===== src/rtl/riscv_pipe_pkg.sv =====
// rtl/riscv_pipe_pkg.sv - shared pipeline constants and fetch FSM states
package riscv_pipe_pkg;

    localparam logic [31:0] RESET_PC_DEFAULT = 32'h0000_2000;
    localparam logic [31:0] NOP_INST         = 32'h0000_0013;

    typedef enum logic [1:0] {
        IDLE,
        REQ,
        HOLD,
        KILL
    } fetch_state_t;

endpackage


===== src/rtl/fetch_stage.sv =====
// rtl/fetch_stage.sv - RV32 instruction fetch: PC ownership, icache req/valid handshake, skid and redirect handling
module fetch_stage #(
    parameter logic [31:0] RESET_PC = riscv_pipe_pkg::RESET_PC_DEFAULT,
    parameter logic [31:0] NOP_INST = riscv_pipe_pkg::NOP_INST
) (
    input  logic        clk,
    input  logic        reset,
    input  logic        stall_in,
    input  logic        redirect_valid,
    input  logic [31:0] redirect_pc,
    output logic        icache_req,
    output logic [31:0] icache_addr,
    input  logic        icache_valid,
    input  logic [31:0] icache_data,
    output logic [31:0] inst_ID,
    output logic [31:0] PC_ID,
    output logic [31:0] PCplus4_ID,
    output logic        inst_valid_ID,
    output logic [31:0] fetch_miss_cycles
);
    import riscv_pipe_pkg::*;

    fetch_state_t state_q, state_d;
    logic [31:0]  pc_q, pc_d;
    logic [31:0]  addr_q, addr_d;
    logic [31:0]  skid_inst_q, skid_inst_d;
    logic [31:0]  skid_pc_q, skid_pc_d;
    logic [31:0]  inst_q, inst_d;
    logic [31:0]  pc_id_q, pc_id_d;
    logic [31:0]  pc4_q, pc4_d;
    logic         valid_q, valid_d;
    logic [31:0]  miss_q, miss_d;
    logic         xfer;
    logic [31:0]  redir_tgt;

    assign icache_req        = (state_q == REQ) || (state_q == KILL);
    assign icache_addr       = addr_q;
    assign xfer              = icache_req & icache_valid;
    assign redir_tgt         = redirect_pc & ~32'd3;

    assign inst_ID           = inst_q;
    assign PC_ID             = pc_id_q;
    assign PCplus4_ID        = pc4_q;
    assign inst_valid_ID     = valid_q;
    assign fetch_miss_cycles = miss_q;

    always_comb begin
        state_d     = state_q;
        pc_d        = pc_q;
        addr_d      = addr_q;
        skid_inst_d = skid_inst_q;
        skid_pc_d   = skid_pc_q;
        inst_d      = inst_q;
        pc_id_d     = pc_id_q;
        valid_d     = valid_q;

        // Unstalled decode sees a bubble unless a delivery below overrides it
        if (!stall_in) begin
            inst_d  = NOP_INST;
            valid_d = 1'b0;
        end

        case (state_q)
            IDLE: begin
                state_d = REQ;
                addr_d  = pc_q;
                if (redirect_valid) begin
                    pc_d   = redir_tgt;
                    addr_d = redir_tgt;
                end
            end
            REQ: begin
                if (redirect_valid) begin
                    pc_d = redir_tgt;
                    if (xfer) addr_d  = redir_tgt;
                    else      state_d = KILL;
                end else if (xfer) begin
                    if (stall_in) begin
                        skid_inst_d = icache_data;
                        skid_pc_d   = addr_q;
                        state_d     = HOLD;
                    end else begin
                        inst_d  = icache_data;
                        pc_id_d = addr_q;
                        valid_d = 1'b1;
                        pc_d    = pc_q + 32'd4;
                        addr_d  = pc_q + 32'd4;
                    end
                end
            end
            HOLD: begin
                if (redirect_valid) begin
                    pc_d    = redir_tgt;
                    state_d = IDLE;
                end else if (!stall_in) begin
                    inst_d  = skid_inst_q;
                    pc_id_d = skid_pc_q;
                    valid_d = 1'b1;
                    pc_d    = pc_q + 32'd4;
                    state_d = IDLE;
                end
            end
            KILL: begin
                // The stale request must complete before the new target is issued
                if (redirect_valid) pc_d = redir_tgt;
                if (xfer) begin
                    addr_d  = redirect_valid ? redir_tgt : pc_q;
                    state_d = REQ;
                end
            end
            default: state_d = IDLE;
        endcase

        pc4_d  = pc_id_d + 32'd4;
        miss_d = miss_q;
        if (icache_req && !icache_valid && (miss_q != 32'hFFFF_FFFF)) miss_d = miss_q + 32'd1;
    end

    always_ff @(posedge clk or negedge reset) begin
        if (!reset) begin
            state_q     <= IDLE;
            pc_q        <= RESET_PC;
            addr_q      <= RESET_PC;
            skid_inst_q <= NOP_INST;
            skid_pc_q   <= RESET_PC;
            inst_q      <= NOP_INST;
            pc_id_q     <= RESET_PC - 32'd4;
            pc4_q       <= RESET_PC;
            valid_q     <= 1'b0;
            miss_q      <= 32'd0;
        end else begin
            state_q     <= state_d;
            pc_q        <= pc_d;
            addr_q      <= addr_d;
            skid_inst_q <= skid_inst_d;
            skid_pc_q   <= skid_pc_d;
            inst_q      <= inst_d;
            pc_id_q     <= pc_id_d;
            pc4_q       <= pc4_d;
            valid_q     <= valid_d;
            miss_q      <= miss_d;
        end
    end

endmodule

===== config.mk =====
export PLATFORM = sky130hd
export DESIGN_NAME = fetch_stage
export DESIGN_NICKNAME = d
export VERILOG_FILES = /design/src/rtl/riscv_pipe_pkg.sv /design/src/rtl/fetch_stage.sv
export SDC_FILE = /design/constraint.sdc
export NUM_CORES = 1
export LEC_CHECK = 0
export CAP_MARGIN = 25
export CORE_ASPECT_RATIO = 1.1
export CORE_UTILIZATION = 40
export CTS_BUF_LIST = sky130_fd_sc_hd__clkbuf_4 sky130_fd_sc_hd__clkbuf_8
export DETAILED_ROUTE_END_ITERATION = 12
export GPL_TIMING_DRIVEN = 0
export PLACE_DENSITY_LB_ADDON = 0.25
export SLEW_MARGIN = 20
export SYNTH_ARGS = -nofsm -noshare
export SYNTH_HDL_FRONTEND = slang
export SYNTH_SLANG_ARGS = --single-unit

===== constraint.sdc =====
create_clock -name clk -period 3.44 [get_ports clk]
set_input_delay 0.86 -clock clk [delete_from_list [all_inputs] [get_ports clk]]
set_output_delay 0.86 -clock clk [all_outputs]
set_load 0.005 [all_outputs]

=== After elaboration in Yosys (flattened, before gate mapping) ===
Index checks and enable logic that the tools add are counted.

* Flip-flop bits (word level): 259
* Bits of input ports: 69

* Multiplexer cells: 39
* $add $sub $neg: 3
* Eq/ne operators: 11
* Bitwise gates (word level): 2
* Reduce and logical (&&, ||, !) cells: 10

{| class="wikitable"
|+ Operator list
! operator !! number
|-
| $mux 32 || 21
|-
| $pmux 32 s3 || 2
|-
| $pmux 32 s2 || 2
|-
| $add 32x3->32 const B || 2
|-
| $add 32x1->32 const B || 1
|-
| $ne 32x32->1 const B || 1
|-
| $ne 3x3->1 const B || 5
|-
| $mux 2 || 7
|-
| $pmux 2 s4 || 1
|-
| $reduce_and 4->1 || 2
|-
| $mux 1 || 5
|-
| $reduce_and 5->1 || 1
|-
| $eq 2x2->1 const B || 2
|-
| $ne 2x2->1 const B || 2
|-
| $reduce_bool 3->1 || 1
|-
| $eq 2x1->1 const B || 1
|-
| $logic_and 1x1->1 || 2
|-
| $logic_not 2->1 || 1
|-
| $pmux 1 s2 || 1
|-
| $reduce_or 2->1 || 1
|-
| $and 1x1->1 || 1
|-
| $logic_not 1->1 || 1
|-
| $logic_or 1x1->1 || 1
|-
| $not 1->1 || 1
|}

=== Logic depth before layout (Yosys ltp) ===
* Depth in word-level cells: 7
* Depth in mapped cells: 14
* Mapped depth without buffers: 11

=== Least setup slack after synthesis ===
OpenSTA, ideal clock, no wires.

* Path kind: input-to-reg
* Start: input port redirect_valid
* End: register pc4_q[20] (netlist: PCplus4_ID[20])
* Data required time: 3316 ps
* Data arrival time: 3165 ps
* Path slack: 151 ps
* Path buffers: 1
* Setup time: 124 ps
* Cell stages on the path: 10
* Cells stage by stage: buf_2 or4b_2 a21boi_0 a221oi_2 inv_1 ha_1 nand4_1 nor4b_4 nand3_1 xnor2_1

* Word-level cells in the longest chain between the ends: 3
* Elaborated cells on any way between the ends: 4
* Classes of those cells: 1 x add/sub; 3 x mux

{| class="wikitable"
|+ Ends and longest elaborated chain
! item !! RTL line !! RTL
|-
| start, declared || fetch_stage.sv:9 || <nowiki>input logic redirect_valid,</nowiki>
|-
| $mux 32 (on tied branches) || fetch_stage.sv:92, fetch_stage.sv:73 ||
|-
| $pmux 32 s2 (*) || fetch_stage.sv:63 || <nowiki>case (state_q)</nowiki>
|-
| named net pc_id_d[2] || fetch_stage.sv:29 || <nowiki>logic [31:0] pc_id_q, pc_id_d;</nowiki>
|-
| $add 32x3->32 (*) || fetch_stage.sv:114 || <nowiki>pc4_d = pc_id_d + 32'd4;</nowiki>
|-
| named net pc4_d[20] || fetch_stage.sv:30 || <nowiki>logic [31:0] pc4_q, pc4_d;</nowiki>
|-
| end signal, assigned || fetch_stage.sv:139 || <nowiki>pc4_q <= pc4_d;</nowiki>
|-
| end, declared || fetch_stage.sv:30 ||
|}

Mark *: on every way through the listed nets, which the timed path passes. The rest lies on a longest branch.
A chain may end at the register's enable or synchronous reset.

=== Worst setup path in the final report ===
* Start: input port redirect_valid
* End: register pc4_q[26] (netlist: PCplus4_ID[26])

The elaborated chain is that of the path after synthesis.

==> results by stage <==
Floorplanning:
- The I/O pin total is 231.
- The die outline area is 0.0313 mm^2.
- The number of standard-cell rows in the floorplan is 66.
- The starting utilization of the core area is 41.0%.
- The area of the core is 0.0298 mm^2.
- From bottom edge to top edge, the die measures 185 um.
- The chip width is 169 um.

STA:
- Adding up every negative setup slack in the final design gives 0 ns.
- Setup violations remaining at the end of the flow were counted as 0.
- The final count of pins violating max slew is 0.
- The transition time of the tightest slew-check pin is 1.07 ns.
- The largest clock skew in the final design is 0.0300 ns.
- The minimum setup slack in the final design is 0.0721 ns.
- The tightest hold path in the finished design has a slack of 0.261 ns.
- The tightest slew margin relative to the limit is 28.3%.
- Setup repair after global routing left no endpoint under its margin.
- The final-report hold violation count came to 0.
- The final critical-path share of the clock period is 97.9%.
- The final critical delay including setup and external delays is 3.37 ns.
- The highest attainable clock frequency is 297 MHz.

Clock network:
- The H-tree depth is 2.
- The master cell of the clock root buffer is sky130_fd_sc_hd__clkbuf_8.
- Clock tree synthesis found a total of 257 sinks.
- The clock network latency to the later pin of the worst-skew pair is 0.57 ns.
- In this run the deepest clock path goes through 3 buffers.
- The post-CTS clock slew at the launch and capture registers of the worst setup and hold paths is 0.06 ns.
- Clock tree synthesis inserted a total of 45 buffers.
- The CTS tree is built.

Layout:
- The antenna diode count is 0.
- The number of cells in the finished layout apart from fillers is 1834.
- The sequential standard cell area is 0.00646 mm^2.
- The multi-input combinational cell area is 0.00546 mm^2.
- The total non-filler cell area in the finished layout is 0.0162 mm^2.
- The filler cells instantiated in the layout total 2625.
- The net total in the final layout is 1466.
- The share of cells above drive strength 1 is 18.1%.
- The growth of design area from synthesis to finish is 32.8%.

Global route:
- The first-pass GRT wire length is 53.0 mm.
- The initial antenna violation count is 0.
- The number of global-route vias before repair is 9675.
- The total overflow left after global routing is 0.
- Global routing used 21.9% of the available tracks across all layers.
- The maximum number of pins on one net before global-route repair is 93.

Flow run:
- The max-cap check violation count is 0.

Placement:
- The estimated wirelength of the detail-placed design is 24.8 mm.
- Summing all placed instances gives a cell area of 0.0151 mm^2.
- At the placement stage, the worst setup path has a slack of -1.06 ns.
- The last weighted congestion value of the routability-driven placer is 0.883.
- The number of port buffers is 228.
- Counting tap cells, the placed design contains a total of 1746 instances.

Synth:
- Counting flops and latches in the post-synthesis netlist gives 257.
- Counting every net in the synthesized netlist gives 1182.
- The mapped cell area is 0.0122 mm^2.
- The number of enable flip-flop cells after synthesis is 0.
- In the post-synthesis netlist, the biggest area contributors are sky130_fd_sc_hd__dfrtp_1 48%, sky130_fd_sc_hd__mux2_2 8.6%, sky130_fd_sc_hd__xnor2_1 5.7%.
- Among all flip-flop cells after synthesis, the most frequent one is sky130_fd_sc_hd__dfrtp_1.
- In this run, distinct cell masters in the synthesized netlist total 64.
- The cell with the most instances after synthesis is sky130_fd_sc_hd__dfrtp_1.
- Synthesis produced a netlist whose cell count is 1107.
- For this run, asynchronously set or reset flops after synthesis account for 100%.
- The synthesized design spends more area on one cell type than any other, namely sky130_fd_sc_hd__dfrtp_1.
- Ranked by instance count, the synthesized netlist is headed by 236 x sky130_fd_sc_hd__dfrtp_1, 136 x sky130_fd_sc_hd__nand2_1, 93 x sky130_fd_sc_hd__mux2_2, 79 x sky130_fd_sc_hd__xnor2_1, 75 x sky130_fd_sc_hd__o21ai_0.
- The Yosys step of the flow raised 0 warnings.
- The sequential element share of the synthesized area is 52.8%.
- Of the post-synthesis cell area, the dominant cell type holds 48.3%.
- The mean cell area of the mapped netlist is 11.0 um^2.

Min path:
- In this run the worst hold path is classified as input pin to asynchronous set/reset pin.

Route:
- The routed layout has 9525 vias.
- The sum of routed wire length over all layers is 33.6 mm.
- The via density per instance is 5.19.
- The wire length per cell is 18.3 um.
- The number of nets with antenna violations after detailed routing is 0.
- For this block, the initial DRC count from the detailed router was 591.
- The number of search-and-repair iterations in the first detailed-routing pass is 5.
- In the routed design, unresolved DRC markers number 0.

Critical path:
- Of all nets on the critical path, the largest fanout is 10.
- STA puts the critical path data arrival time at 3.81 ns.
- STA classifies the critical path startpoint as an input pin.
- STA classifies the critical path endpoint as a flip-flop.
- The worst setup path is of the input pin to flip-flop kind.
- The critical path required time is 3.88 ns.

Outcome:
- The flow ran to the end, and the final reports show no timing, DRC or antenna violations.

Power:
- The standby leakage power is 0.00681 uW.
- The power density relative to cell area is 746 mW/mm^2.
- The peak ir drop on the vdd network is 0.000449 V.
## report_power, final
| group | switching [uW] | total, uW | internal (uW) |
|---|---|---|---|
| Sequential | 762 | 4840 | 4080 |
| Clock | 1270 | 3120 | 1850 |
| Combinational | 2060 | 4160 | 2100 |
## cell type report
cell class,instances,area share (%)
flip-flops and latches,257,39.8
inverters,17,0.393
plain buffers,65,1.82
repair buffers,241,14.9
multi-input cells,764,33.6
clock buffers,71,5.40
well taps,408,3.15
clock inverters,11,0.863
## critical path: stages
cell	delay [ns]
sky130_fd_sc_hd__clkdlybuf4s50_1	0.46
sky130_fd_sc_hd__buf_2	0.22
sky130_fd_sc_hd__or4b_2	0.67
sky130_fd_sc_hd__a21boi_2	0.19
sky130_fd_sc_hd__a221oi_4	0.06
sky130_fd_sc_hd__inv_1	0.11
sky130_fd_sc_hd__ha_2	0.20
sky130_fd_sc_hd__nand4_1	0.22
sky130_fd_sc_hd__nor4b_4	0.37
sky130_fd_sc_hd__buf_6	0.18
sky130_fd_sc_hd__nand3_1	0.10
sky130_fd_sc_hd__xnor2_1	0.16
## cell families (layout without fill, tap and decap cells)
kind of cell | Yosys count | after routing | synth area share, %
buffers and inverters | 86 | 405 | 2.95
XOR/XNOR | 104 | 104 | 7.51
multiplexers | 117 | 117 | 10.5
flip-flops | 257 | 257 | 52.8
adder cells (fa/ha/maj) | 6 | 6 | 0.614
AND/OR/NAND/NOR | 341 | 341 | 14.7
AO/OA/AOI/OAI | 196 | 196 | 10.9
## sequential cells by signal (all words and copies together) (netlist names), named ones only
name and cells:
PCplus4_ID 30, PC_ID 30, skid_pc_q 32, pc_q 32, skid_inst_q 32, state_q 2
inst_ID 32, inst_valid_ID 1, fetch_miss_cycles 32, icache_addr 32
## metrics by stage
step	utilization, %	power (uW)
3_3_place_gp	50.4	8910
3_5_place_dp	50.6	8990
2_1_floorplan	-	6700
6_report	54.4	12100
5_1_grt	54.4	12800
4_1_cts	54.3	12200
## cell usage in the layout (no fill, tap or decap), types with 24 or more instances in the layout
cell and instances:
sky130_fd_sc_hd__nand3_1 37, sky130_fd_sc_hd__clkbuf_8 55, sky130_fd_sc_hd__nand4_1 27, sky130_fd_sc_hd__xnor2_1 79, sky130_fd_sc_hd__mux2i_1 24, sky130_fd_sc_hd__clkdlybuf4s50_1 225, sky130_fd_sc_hd__nor2_1 31, sky130_fd_sc_hd__dfrtp_1 236
sky130_fd_sc_hd__clkbuf_1 41, sky130_fd_sc_hd__xor2_1 24, sky130_fd_sc_hd__a22oi_1 34, sky130_fd_sc_hd__nand2_1 136, sky130_fd_sc_hd__mux2_2 93, sky130_fd_sc_hd__o21ai_0 75
## metal layers
metal | vias to the layer above | track usage, % | routed length [um] | share of wire, %
li1 | 4544 | - | - | -
met4 | 0 | 8.91 | 1090 | 3.2
met3 | 67 | 4.79 | 2160 | 6.4
met1 | 4603 | 27.8 | 14200 | 42
met2 | 311 | 36.2 | 16100 | 48
met5 | - | 0 | 0 | 0
## path summary, 6_finish.rpt
kind | from | endpoint | slack (ns) | cells past startpoint
setup / recovery | redirect_valid | PCplus4_ID[26] | 0.07 | 12
hold / removal | reset | pc_q[29] | 0.26 | 1
setup reg to reg | state_q[0] | PCplus4_ID[28] | 0.14 | 13
hold reg to reg | inst_ID[0] | inst_ID[0] | 0.47 | 2
max in group asynchronous | reset | PC_ID[10] | 2.25 | 2
min in group clk | inst_ID[0] | inst_ID[0] | 0.47 | 2
## repair_timing
| item | CTS | global route |
|---|---|---|
| hold buffers | 0 | 0 |
| resized for setup | 12 | 21 |
| buffers inserted | 8 | 2 |
| pin swaps | 5 | 3 |
| setup endpoints to repair | 101 | 87 |
Power figures use the tool's default switching activity.
